==> config.mk <==
export PLATFORM = sky130hd
export DESIGN_NAME = operand_fetch_stage
export DESIGN_NICKNAME = d
export VERILOG_FILES = /design/src/rtl/operand_fetch_stage.sv
export SDC_FILE = /design/constraint.sdc
export NUM_CORES = 1
export LEC_CHECK = 0
export BUFFER_PORTS_ARGS = -buffer_cell sky130_fd_sc_hd__clkbuf_2
export CORE_MARGIN = 4
export CORE_UTILIZATION = 33
export CTS_BUF_LIST = sky130_fd_sc_hd__clkbuf_4 sky130_fd_sc_hd__clkbuf_8 sky130_fd_sc_hd__clkbuf_16
export DETAILED_ROUTE_END_ITERATION = 7
export PLACE_DENSITY_LB_ADDON = 0.25
export SYNTH_ARGS = -nofsm -noshare
export SYNTH_HDL_FRONTEND = slang
export SYNTH_SLANG_ARGS = --single-unit
==> constraint.sdc <==
create_clock -name i_clk -period 6.9 [get_ports i_clk]
set_input_delay 1.38 -clock i_clk [delete_from_list [all_inputs] [get_ports i_clk]]
set_output_delay 1.38 -clock i_clk [all_outputs]
set_load 0.02 [all_outputs]
==> src/rtl/operand_fetch_stage.sv <==
// Decode / operand-fetch stage: register read with write-back bypass,
// x0 forcing, destination scoreboard for RAW/WAW stalls, valid/ready to EX.
module operand_fetch_stage #(
   parameter int XLEN       = 32,
   parameter int REG_ADDR_W = 5
) (
   input  logic                  i_clk,
   input  logic                  i_rst_n,
   input  logic                  i_instr_valid,
   input  logic [31:0]           i_instr,
   input  logic [XLEN-1:0]       i_pc,
   output logic                  o_instr_ready,
   output logic [REG_ADDR_W-1:0] o_rf_reg_num_1,
   output logic [REG_ADDR_W-1:0] o_rf_reg_num_2,
   input  logic [XLEN-1:0]       i_rf_rs_1,
   input  logic [XLEN-1:0]       i_rf_rs_2,
   input  logic                  i_wb_valid,
   input  logic [REG_ADDR_W-1:0] i_wb_reg_num,
   input  logic [XLEN-1:0]       i_wb_val,
   input  logic                  i_flush,
   output logic                  o_ex_valid,
   input  logic                  i_ex_ready,
   output logic [XLEN-1:0]       o_ex_pc,
   output logic [31:0]           o_ex_instr,
   output logic [XLEN-1:0]       o_ex_rs_1,
   output logic [XLEN-1:0]       o_ex_rs_2,
   output logic [REG_ADDR_W-1:0] o_ex_rd
);

   localparam int NREG = 1 << REG_ADDR_W;

   localparam logic [6:0] OPC_LUI    = 7'b0110111;
   localparam logic [6:0] OPC_AUIPC  = 7'b0010111;
   localparam logic [6:0] OPC_JAL    = 7'b1101111;
   localparam logic [6:0] OPC_OP     = 7'b0110011;
   localparam logic [6:0] OPC_STORE  = 7'b0100011;
   localparam logic [6:0] OPC_BRANCH = 7'b1100011;

   logic [6:0]            opcode;
   logic                  use_rs1;
   logic                  use_rs2;
   logic                  use_rd;
   logic [REG_ADDR_W-1:0] rs1_idx;
   logic [REG_ADDR_W-1:0] rs2_idx;
   logic [REG_ADDR_W-1:0] rd_idx;
   logic [NREG-1:0]       busy;
   logic [NREG-1:0]       busy_next;
   logic                  hazard;
   logic                  issue;
   logic                  accept;
   logic [XLEN-1:0]       op1;
   logic [XLEN-1:0]       op2;

   // A register is blocked while an older instruction still owes it a
   // result: either scoreboarded (and not being written right now) or
   // sitting in our own stage register.
   function automatic logic pending(
      input logic [REG_ADDR_W-1:0] r,
      input logic [NREG-1:0]       bsy,
      input logic                  wbv,
      input logic [REG_ADDR_W-1:0] wbr,
      input logic                  exv,
      input logic [REG_ADDR_W-1:0] exrd
   );
      logic wb_hit;
      wb_hit = wbv && (wbr == r);
      return (r != '0) &&
             ((bsy[r] && !wb_hit) || (exv && (exrd == r)));
   endfunction

   // x0 reads as zero; a same-cycle write-back overrides the RF port.
   function automatic logic [XLEN-1:0] sel_operand(
      input logic [REG_ADDR_W-1:0] idx,
      input logic [XLEN-1:0]       rf_val,
      input logic                  wbv,
      input logic [REG_ADDR_W-1:0] wbr,
      input logic [XLEN-1:0]       wbval
   );
      logic [XLEN-1:0] v;
      if (idx == '0)
         v = '0;
      else if (wbv && (wbr == idx))
         v = wbval;
      else
         v = rf_val;
      return v;
   endfunction

   assign opcode         = i_instr[6:0];
   assign o_rf_reg_num_1 = i_instr[19:15];
   assign o_rf_reg_num_2 = i_instr[24:20];

   // Per-opcode source/destination usage
   always_comb begin
      use_rs1 = 1'b1;
      use_rs2 = 1'b0;
      use_rd  = 1'b1;
      unique case (1'b1)
         (opcode == OPC_LUI),
         (opcode == OPC_AUIPC),
         (opcode == OPC_JAL): use_rs1 = 1'b0;
         (opcode == OPC_OP): use_rs2 = 1'b1;
         (opcode == OPC_STORE),
         (opcode == OPC_BRANCH): begin
            use_rs2 = 1'b1;
            use_rd  = 1'b0;
         end
         default: ;
      endcase
   end

   assign rs1_idx = use_rs1 ? i_instr[19:15] : '0;
   assign rs2_idx = use_rs2 ? i_instr[24:20] : '0;
   assign rd_idx  = use_rd  ? i_instr[11:7]  : '0;

   assign op1 = sel_operand(rs1_idx, i_rf_rs_1,
                            i_wb_valid, i_wb_reg_num, i_wb_val);
   assign op2 = sel_operand(rs2_idx, i_rf_rs_2,
                            i_wb_valid, i_wb_reg_num, i_wb_val);

   // Hazard check for the presented instruction
   always_comb begin
      hazard = 1'b0;
      if (i_instr_valid) begin
         hazard =
            pending(rs1_idx, busy, i_wb_valid, i_wb_reg_num,
                    o_ex_valid, o_ex_rd) ||
            pending(rs2_idx, busy, i_wb_valid, i_wb_reg_num,
                    o_ex_valid, o_ex_rd) ||
            pending(rd_idx, busy, i_wb_valid, i_wb_reg_num,
                    o_ex_valid, o_ex_rd);
      end
   end

   assign issue         = o_ex_valid && i_ex_ready;
   assign o_instr_ready = (!o_ex_valid || i_ex_ready) &&
                          !hazard && !i_flush;
   assign accept        = i_instr_valid && o_instr_ready;

   // Scoreboard update: clear on write-back, then set on issue so a
   // same-register set/clear in one cycle leaves the bit set.
   always_comb begin
      busy_next = busy;
      if (i_wb_valid)
         busy_next[i_wb_reg_num] = 1'b0;
      if (issue)
         busy_next[o_ex_rd] = 1'b1;
      busy_next[0] = 1'b0;
   end

   // Scoreboard register, wiped by flush
   always_ff @(posedge i_clk or negedge i_rst_n) begin
      if (!i_rst_n)
         busy <= '0;
      else if (i_flush)
         busy <= '0;
      else
         busy <= busy_next;
   end

   // Stage register toward EX; payload holds during stalls
   always_ff @(posedge i_clk or negedge i_rst_n) begin
      if (!i_rst_n) begin
         o_ex_valid <= 1'b0;
         o_ex_pc    <= '0;
         o_ex_instr <= '0;
         o_ex_rs_1  <= '0;
         o_ex_rs_2  <= '0;
         o_ex_rd    <= '0;
      end else if (i_flush) begin
         o_ex_valid <= 1'b0;
      end else if (accept) begin
         o_ex_valid <= 1'b1;
         o_ex_pc    <= i_pc;
         o_ex_instr <= i_instr;
         o_ex_rs_1  <= op1;
         o_ex_rs_2  <= op2;
         o_ex_rd    <= rd_idx;
      end else if (issue) begin
         o_ex_valid <= 1'b0;
      end
   end

endmodule

* Yosys cells after proc, flatten, opt, wreduce, memory -nomap -nowiden
Cells that the tools add are included.
** Word-level totals
- Input bits :: 171
- Output and inout bits :: 145
- Logic and storage cells :: 95
- Register bits :: 166
** Cells by class
- Equality and inequality tests :: 12
- Bitwise gates (word level) :: 4
- Muxes and demuxes :: 25
- Order comparisons :: 7
- Reductions and logical operators :: 40
** Operator list (count)
- $mux W32 :: 7
- $and A32 B32 Y32 :: 1
- $not A32 Y32 :: 1
- $or A32 B32 Y32 :: 1
- $eq A5 B5 Y1 :: 6
- $lt A5 B6 Y1 const B :: 5
- $eq A7 B6 Y1 const B :: 3
- $logic_and A1 B1 Y1 :: 18
- $bmux W1 S5 :: 3
- $mux W5 :: 3
- $reduce_bool A5 Y1 :: 3
- $eq A7 B7 Y1 const B :: 2
- $demux W1 S5 :: 2
- $ge A5 B1 Y1 const B :: 2
- $logic_not A5 Y1 :: 2
- $mux W1 :: 10
- $eq A7 B5 Y1 const B :: 1
- $logic_not A1 Y1 :: 6
- $logic_or A1 B1 Y1 :: 6
- $reduce_or A3 Y1 :: 2
- $reduce_bool A3 Y1 :: 1
- $reduce_and A2 Y1 :: 1
- $reduce_or A2 Y1 :: 1
- $not A1 Y1 :: 1

* Logic depth before layout (Yosys ltp)
Gate-level depths: netlist of run 1.
- Depth in word-level cells :: 19
- Gate-level depth with buffers :: 11
- Mapped depth without buffers :: 7

* Worst setup path before layout of run 1
No wires, ideal clock.
- Path kind :: input-to-output
- Start point :: input i_instr[17]
- End point :: output o_instr_ready
- Buffers on the path :: 1
- Arrival :: 3247 ps
- Cell stages on the path :: 8
- Setup slack :: 2273 ps
- Cells stage by stage :: buf_2 > mux4_2 > a221o_1 > a211oi_1 > o211ai_1 > o211ai_2 > nand3_1 > a21oi_1
** On the way
- Cells in the longest elaborated chain, start to end :: 13
** Ends and longest elaborated chain
- start, declared :: RTL line 10 : input logic [31:0] i_instr,
- $mux W5 (*) :: RTL line 112 : assign rs1_idx = use_rs1 ? i_instr[19:15] : '0;
- branches (longest 5 deep; another with $bmux W1 S5)
- $logic_and A1 B1 Y1 (*) :: RTL line 67 : return (r != '0) &&
- $logic_or A1 B1 Y1 (*) :: RTL line 127 : o_ex_valid, o_ex_rd) ||
- $logic_or A1 B1 Y1 (*) :: RTL line 129 : o_ex_valid, o_ex_rd) ||
- $mux W1 (*) :: RTL line 124 : if (i_instr_valid) begin
- $logic_not A1 Y1 (*) :: RTL line 137 : !hazard && !i_flush;
- $logic_and A1 B1 Y1 (*) :: RTL line 136 : assign o_instr_ready = (!o_ex_valid || i_ex_ready) &&
- $logic_and A1 B1 Y1 (*) :: RTL line 137
- end, declared :: RTL line 12 : output logic o_instr_ready,
Every way passes the cells marked *. The select of a mux whose other input is x is not followed.

* Worst setup path after layout of run 1
- Start point :: input i_instr[7]
- End point :: output o_instr_ready
** On the way
- Cells in the longest elaborated chain, start to end :: 12
** Ends and longest elaborated chain
- $mux W5 (*) :: RTL line 114 : assign rd_idx = use_rd ? i_instr[11:7] : '0;
- branches (longest 5 deep; another with $bmux W1 S5)
- $logic_and A1 B1 Y1 (*) :: RTL line 67
- $logic_or A1 B1 Y1 (*) :: RTL line 129
- $mux W1 (*) :: RTL line 124
- $logic_not A1 Y1 (*) :: RTL line 137
- $logic_and A1 B1 Y1 (*) :: RTL line 136
- $logic_and A1 B1 Y1 (*) :: RTL line 137
Marked as above.

==> results of run 1 <==
path summary, 6_finish.rpt:
| kind | start | end | slack [ns] | cells after the start |
|---|---|---|---|---|
| setup / recovery | i_instr[7] | o_instr_ready | 1.81 | 9 |
| hold / removal | o_ex_rs_1[14] | o_ex_rs_1[14] | 0.50 | 1 |
| setup reg to reg | busy[31] | o_ex_instr[23] | 3.41 | 8 |
| hold reg to reg | o_ex_rs_1[14] | o_ex_rs_1[14] | 0.50 | 1 |
| max in group asynchronous | i_rst_n | o_ex_rd[1] | 4.78 | 2 |
| min in group asynchronous | i_rst_n | o_ex_rs_1[16] | 0.92 | 1 |
cell usage after synthesis, types with 14 or more instances:
master	instances
a21oi_1	42
buf_2	26
clkbuf_1	26
dfrtp_1	165
inv_1	18
mux2_2	78
mux2_4	54
mux2i_1	76
nand2_1	48
nand3_1	20
nor2_1	74
nor3_1	14
o21ai_0	38
where the power goes:
part	total [mW]	switching, mW	internal [mW]
Combinational	1.03	0.591	0.442
Sequential	1.31	0.146	1.17
Clock	1.03	0.447	0.587
cell type report:
cell class | instances | share of cell area
inverters | 18 | 0.00578
repair buffers | 322 | 0.141
well taps | 378 | 0.0405
multi-input cells | 577 | 0.406
clock inverters | 14 | 0.0160
flip-flops and latches | 165 | 0.353
clock buffers | 18 | 0.0371
registers in the layout, indices dropped and copies added (netlist names):
| register | count |
|---|---|
| o_ex_instr | 32 |
| busy | 31 |
| o_ex_valid | 1 |
| o_ex_pc | 32 |
| o_ex_rd | 5 |
| o_ex_rs_1 | 32 |
| o_ex_rs_2 | 32 |
routing by layer:
metal,routed length [um],share of wire
met5,28,0.00090
met4,810,0.026
met3,2180,0.070
met2,15400,0.49
met1,12700,0.41
kinds of logic after synthesis:
group | after synthesis | share of synthesized area
AO/OA/AOI/OAI | 126 | 0.0829
XOR/XNOR | 20 | 0.0188
AND/OR/NAND/NOR | 210 | 0.110
flip-flops | 165 | 0.442
buffers and inverters | 90 | 0.0518
multiplexers | 221 | 0.294
stage by stage:
step | instances | area, um2 | hold slack [ns] | util
floorplan | 832 | 9330 | 0.537 | -
global placement | 1460 | 11100 | 0.487 | 0.397
detailed placement | 1460 | 11100 | 0.492 | 0.397
CTS | 1492 | 11700 | 0.507 | 0.419
global route | 1492 | 11700 | 0.515 | 0.419
finish | 1492 | 11700 | 0.502 | 0.419
worst max-delay path: stages:
cell and delay (ns):
clkbuf_2 0.40, mux2_2 0.39, a2111oi_0 0.40, or4_1 0.17, a211oi_1 0.05, a211oi_2 0.35
nand3_1 0.19, a21oi_1 0.17, clkbuf_2 0.18
==> flow_summary.ini, run 1 <==
[status]
status = finished, final reports clean

[route]
vias = 7679
post_drt_wl_per_cell_um = 20.8
dr.pass1.iters = 5
drcViolationCount = 0
drt_iter0_drc = 515
postRouteAntennaNets = 0
wirelength_um = 31000
vias_per_cell = 5.15

[clock_network]
hold_buffers = 0
cts_inserted_buffers = 17
cts_tree = yes
worst_skew_pair.late_latency_ns = 0.42
cts_buffer_depth = 2
clk_pin_slew_ns = 0.06
htree_levels = 4
cts.sinks = 165
post_cts_resized = 0
cts_setup_buffers = 0
root_buffer = clkbuf_16

[pwr]
power.leakage_nw = 5.87
power_mw = 3.38
max-vdd-ir-drop_mv = 0.136
pwr_density_cell_mw_per_mm2 = 289

[placement]
dp_hpwl_um = 22500
place_ws_ns = 1.77
globalplace.congestion = 0.923
port_buffers = 315

[global_routing]
grt_pass1_wl_um = 46300
grt.total_usage = 0.193
grt_overflow = 0
grtUsageMet3 = 0.0456
grt_max_degree = 106
grt_pass1_vias = 7695
grt.met1_usage = 0.246
antenna_found_initial = 3
use_met2 = 0.325
top_usage_layer = met2

[synthesis]
ys.flop_type = dfrtp_1
synth_fp_nets = 1003
netlist_top_cells_area = dfrtp_1 44%, mux2_2 9.4%, mux2_4 8.7%
ys_seq_area_frac = 0.442
ys_warn_count = 0
ys_ff_latch = 165
synthesis.area_mm2 = 0.00933
synth_edf_count = 0
avgSynthCellArea_um2 = 11.2
async_reset_ff_frac = 1.00
yosys.area.top_type = dfrtp_1
netlist.area_leader.share = 0.442
synth_cell_type_count = 64
syn_inst = 832

[finish]
syn_to_final_growth_pct = 25.2
multi_input_area_mm2 = 0.00474
layout-drive-gt1-share = 0.459
num-fill-cells = 2726
mostFrequentLayoutCell = clkbuf_2
final_cell_mix = 314 x clkbuf_2, 165 x dfrtp_1, 78 x mux2_2
layout.nets = 1272
antenna_cells = 0
regArea_mm2 = 0.00413

[timing]
slew_headroom = 0.330
final-setup-viol-count = 0
setup_slack_ns = 1.81
finalCritPeriodShare = 0.738
max_freq_mhz = 196
finalSetupTns_ns = 0
finalClockSkew_ns = 0.0142
report.final.slew_viol_count = 0
period_minus_slack_ns = 5.09
worst_slew_pin_slew_ns = 0.997
rsz0062_at_grt = no
finalHoldViolCount = 0

[setup_path]
arrival_ns = 3.71
cp.required_ns = 5.52
setup.worst_path.class = in -> out
end_kind = primary output
crit_path_max_fanout = 19
start_kind = input port

[run]
timing.max_cap.violations = 0

[floorplan]
rows = 61
die_area_mm2 = 0.0310
io_pins = 316
chipHeight_um = 176
start_util = 0.335
die_w_um = 176
coreArea_mm2 = 0.0279

[min_path]
hold_path_class = reg -> reg
Power figures use the tool's default switching activity.
==> run 2, diff against run 1 <==
- ABC_AREA: default -> 1
- clock period: 6.9 -> 5 ns (I/O delays scaled with it)
==> flow_summary.ini, run 2 <==
[synthesis]
synth_edf_count = 0
synth_fp_nets = 1524
synth_mux_area_frac = 0
synth_top_family_by_area = simple AND/OR/NAND/NOR gates
yosys-top-cells-count = 427 x nand2_1, 165 x dfrtp_1, 152 x nand4_1
yosysMostFrequentCell = nand2_1
netlist_top_cells_area = dfrtp_1 42%, nand2_1 16%, nand4_1 9.7%
yosys.area.top_type = dfrtp_1
async_reset_ff_frac = 1.00
synthXorXnorAreaFrac = 0.00984
ys_warn_count = 0
synth_compound_area_frac = 0.107
ys_seq_area_frac = 0.422
netlist.area_leader.share = 0.422
syn_inst = 1353
synthesis.area_mm2 = 0.00979
ys.flop_type = dfrtp_1
synth_cell_type_count = 33
ys_ff_latch = 165
avgSynthCellArea_um2 = 7.24
synth_adder_area_share = 0
synth-simple-area-share = 0.357

[clock_network]
cts.sinks = 165
htree_levels = 4
root_buffer = clkbuf_16
cts_tree = yes
cts_buffer_depth = 2
worst_skew_pair.late_latency_ns = 0.43
cts_setup_buffers = 0
clk_pin_slew_ns = 0.06
cts_inserted_buffers = 17
hold_buffers = 0
post_cts_resized = 0

[setup_path]
end_kind = primary output
reg2reg_from = o_ex_rd[1]
rrSetupSlack_ns = 2.12
r2r_cells = 11
r2r_end = o_ex_rs_1[5]
cp-startpoint = i_instr[0]
cp.required_ns = 4.00
start_kind = input port
arrival_ns = 3.61
crit_path_max_fanout = 18
setup.worst_path.class = in -> out

[placement]
post_dp_cell_area_mm2 = 0.0115
globalplace.congestion = 0.947
place_ws_ns = 0.440
dp_hpwl_um = 27200
dp_cells = 1954
port_buffers = 315

[global_routing]
grt.total_usage = 0.236
grt_pass1_wl_um = 61400
grt_overflow = 0
grt_max_degree = 134
antenna_found_initial = 0
grt_pass1_vias = 10300

[floorplan]
die_area_mm2 = 0.0325
start_util = 0.338
io_pins = 316
chipHeight_um = 180
die_w_um = 180
coreArea_mm2 = 0.0290
rows = 62

[route]
dr.pass1.iters = 5
vias = 10600
wirelength_um = 39400
vias_per_cell = 5.34
drcViolationCount = 0
post_drt_wl_per_cell_um = 19.8
drt_iter0_drc = 967
postRouteAntennaNets = 0

[run]
timing.max_cap.violations = 0

[min_path]
worstHoldStart = o_ex_pc[30]
hold_path_depth = 2
hold_path_class = reg -> reg
whs_endpoint = o_ex_pc[30]

[finish]
utilization = 0.415
stdcell_count = 1986
syn_to_final_growth_pct = 23.1
final_cell_mix = 427 x nand2_1, 313 x clkbuf_2, 165 x dfrtp_1
layout.nets = 1760
mostFrequentLayoutCell = nand2_1
antenna_cells = 0
fin_area_mm2 = 0.0121
layout-drive-gt1-share = 0.239

[status]
status = finished, final reports clean

[timing]
slew_headroom = 0.274
final-setup-viol-count = 0
period_minus_slack_ns = 4.61
finalHoldViolCount = 0
worst_slew_pin_slew_ns = 1.08
setup_slack_ns = 0.389
report.final.slew_viol_count = 0
max_freq_mhz = 217
finalClockSkew_ns = 0.0133
rsz0062_at_grt = no
finalSetupTns_ns = 0
hold_slack_ns = 0.478
finalCritPeriodShare = 0.922

[pwr]
pwr_density_cell_mw_per_mm2 = 384
max-vdd-ir-drop_mv = 0.207
power_mw = 4.63
power.leakage_nw = 6.45
[run 2: cell count changes in the layout (fill, tap and decap cells not counted), sizes merged, moves of 8 or more]
cell	previous run	this run
nand2	48	430
a211oi	6	64
inv	26	122
mux4	13	0
mux2	132	0
buf	8	18
nand4	4	153
mux2i	76	0
xnor2	8	0
nand3	20	94
nor2	74	86
[run 2: where the power goes]
part	switching, mW	internal [mW]
combinational	1.03	0.447
clock	0.609	0.736
sequential	0.199	1.61
total	1.83	2.80
[run 2: kinds of logic (layout without fill, tap and decap cells)]
kind of cell / after synthesis / count (layout)
and+or+nand+nor: 776 / 776
buffers and inverters: 233 / 482
AOI/OAI and AO/OA: 168 / 168
DFF: 165 / 165
xor gates and xnor gates: 11 / 11
[run 2: final cells by class]
type                            instances  area, um2
Multi-Input combinational cell        955       4660
Timing Repair Buffer                  331       1760
Inverter                              119        447
Fill cell                            3098      17000
Sequential cell                       165       4130
Tap cell                              384        480
Clock buffer                           20        467
Clock inverter                         12        120
[run 2: worst max-delay path, stage by stage]
cell and delay (ns):
clkbuf_2 0.10, nand2_1 0.15, inv_1 0.13, nand3_1 0.42, nand3_2 0.50, nand2_1 0.10, nand3_1 0.10, nand2_1 0.05
nand2_1 0.05, nand2_1 0.06, inv_1 0.05, nand2_1 0.06, nand2_1 0.06, nand3_1 0.11, a21oi_1 0.24, nor2_4 0.07
o21a_1 0.17, clkbuf_2 0.17
[run 2: worst max-delay path by stage]
stage / to / slack (ns) / cells after the start
finish: o_instr_ready / 0.39 / 18
global route: o_instr_ready / 0.12 / 18
global placement: o_instr_ready / 0.49 / 18
floorplan: o_instr_ready / 1.24 / 18
detailed placement: o_instr_ready / 0.44 / 18
CTS: o_instr_ready / 0.43 / 18
[run 2: per-layer routing]
metal,GRT usage,vias to the layer above,wire (um)
met5,0,-,0
met4,0.0735,0,1030
met3,0.0626,62,3310
met2,0.378,497,18100
met1,0.313,5014,17000
li1,-,5023,-
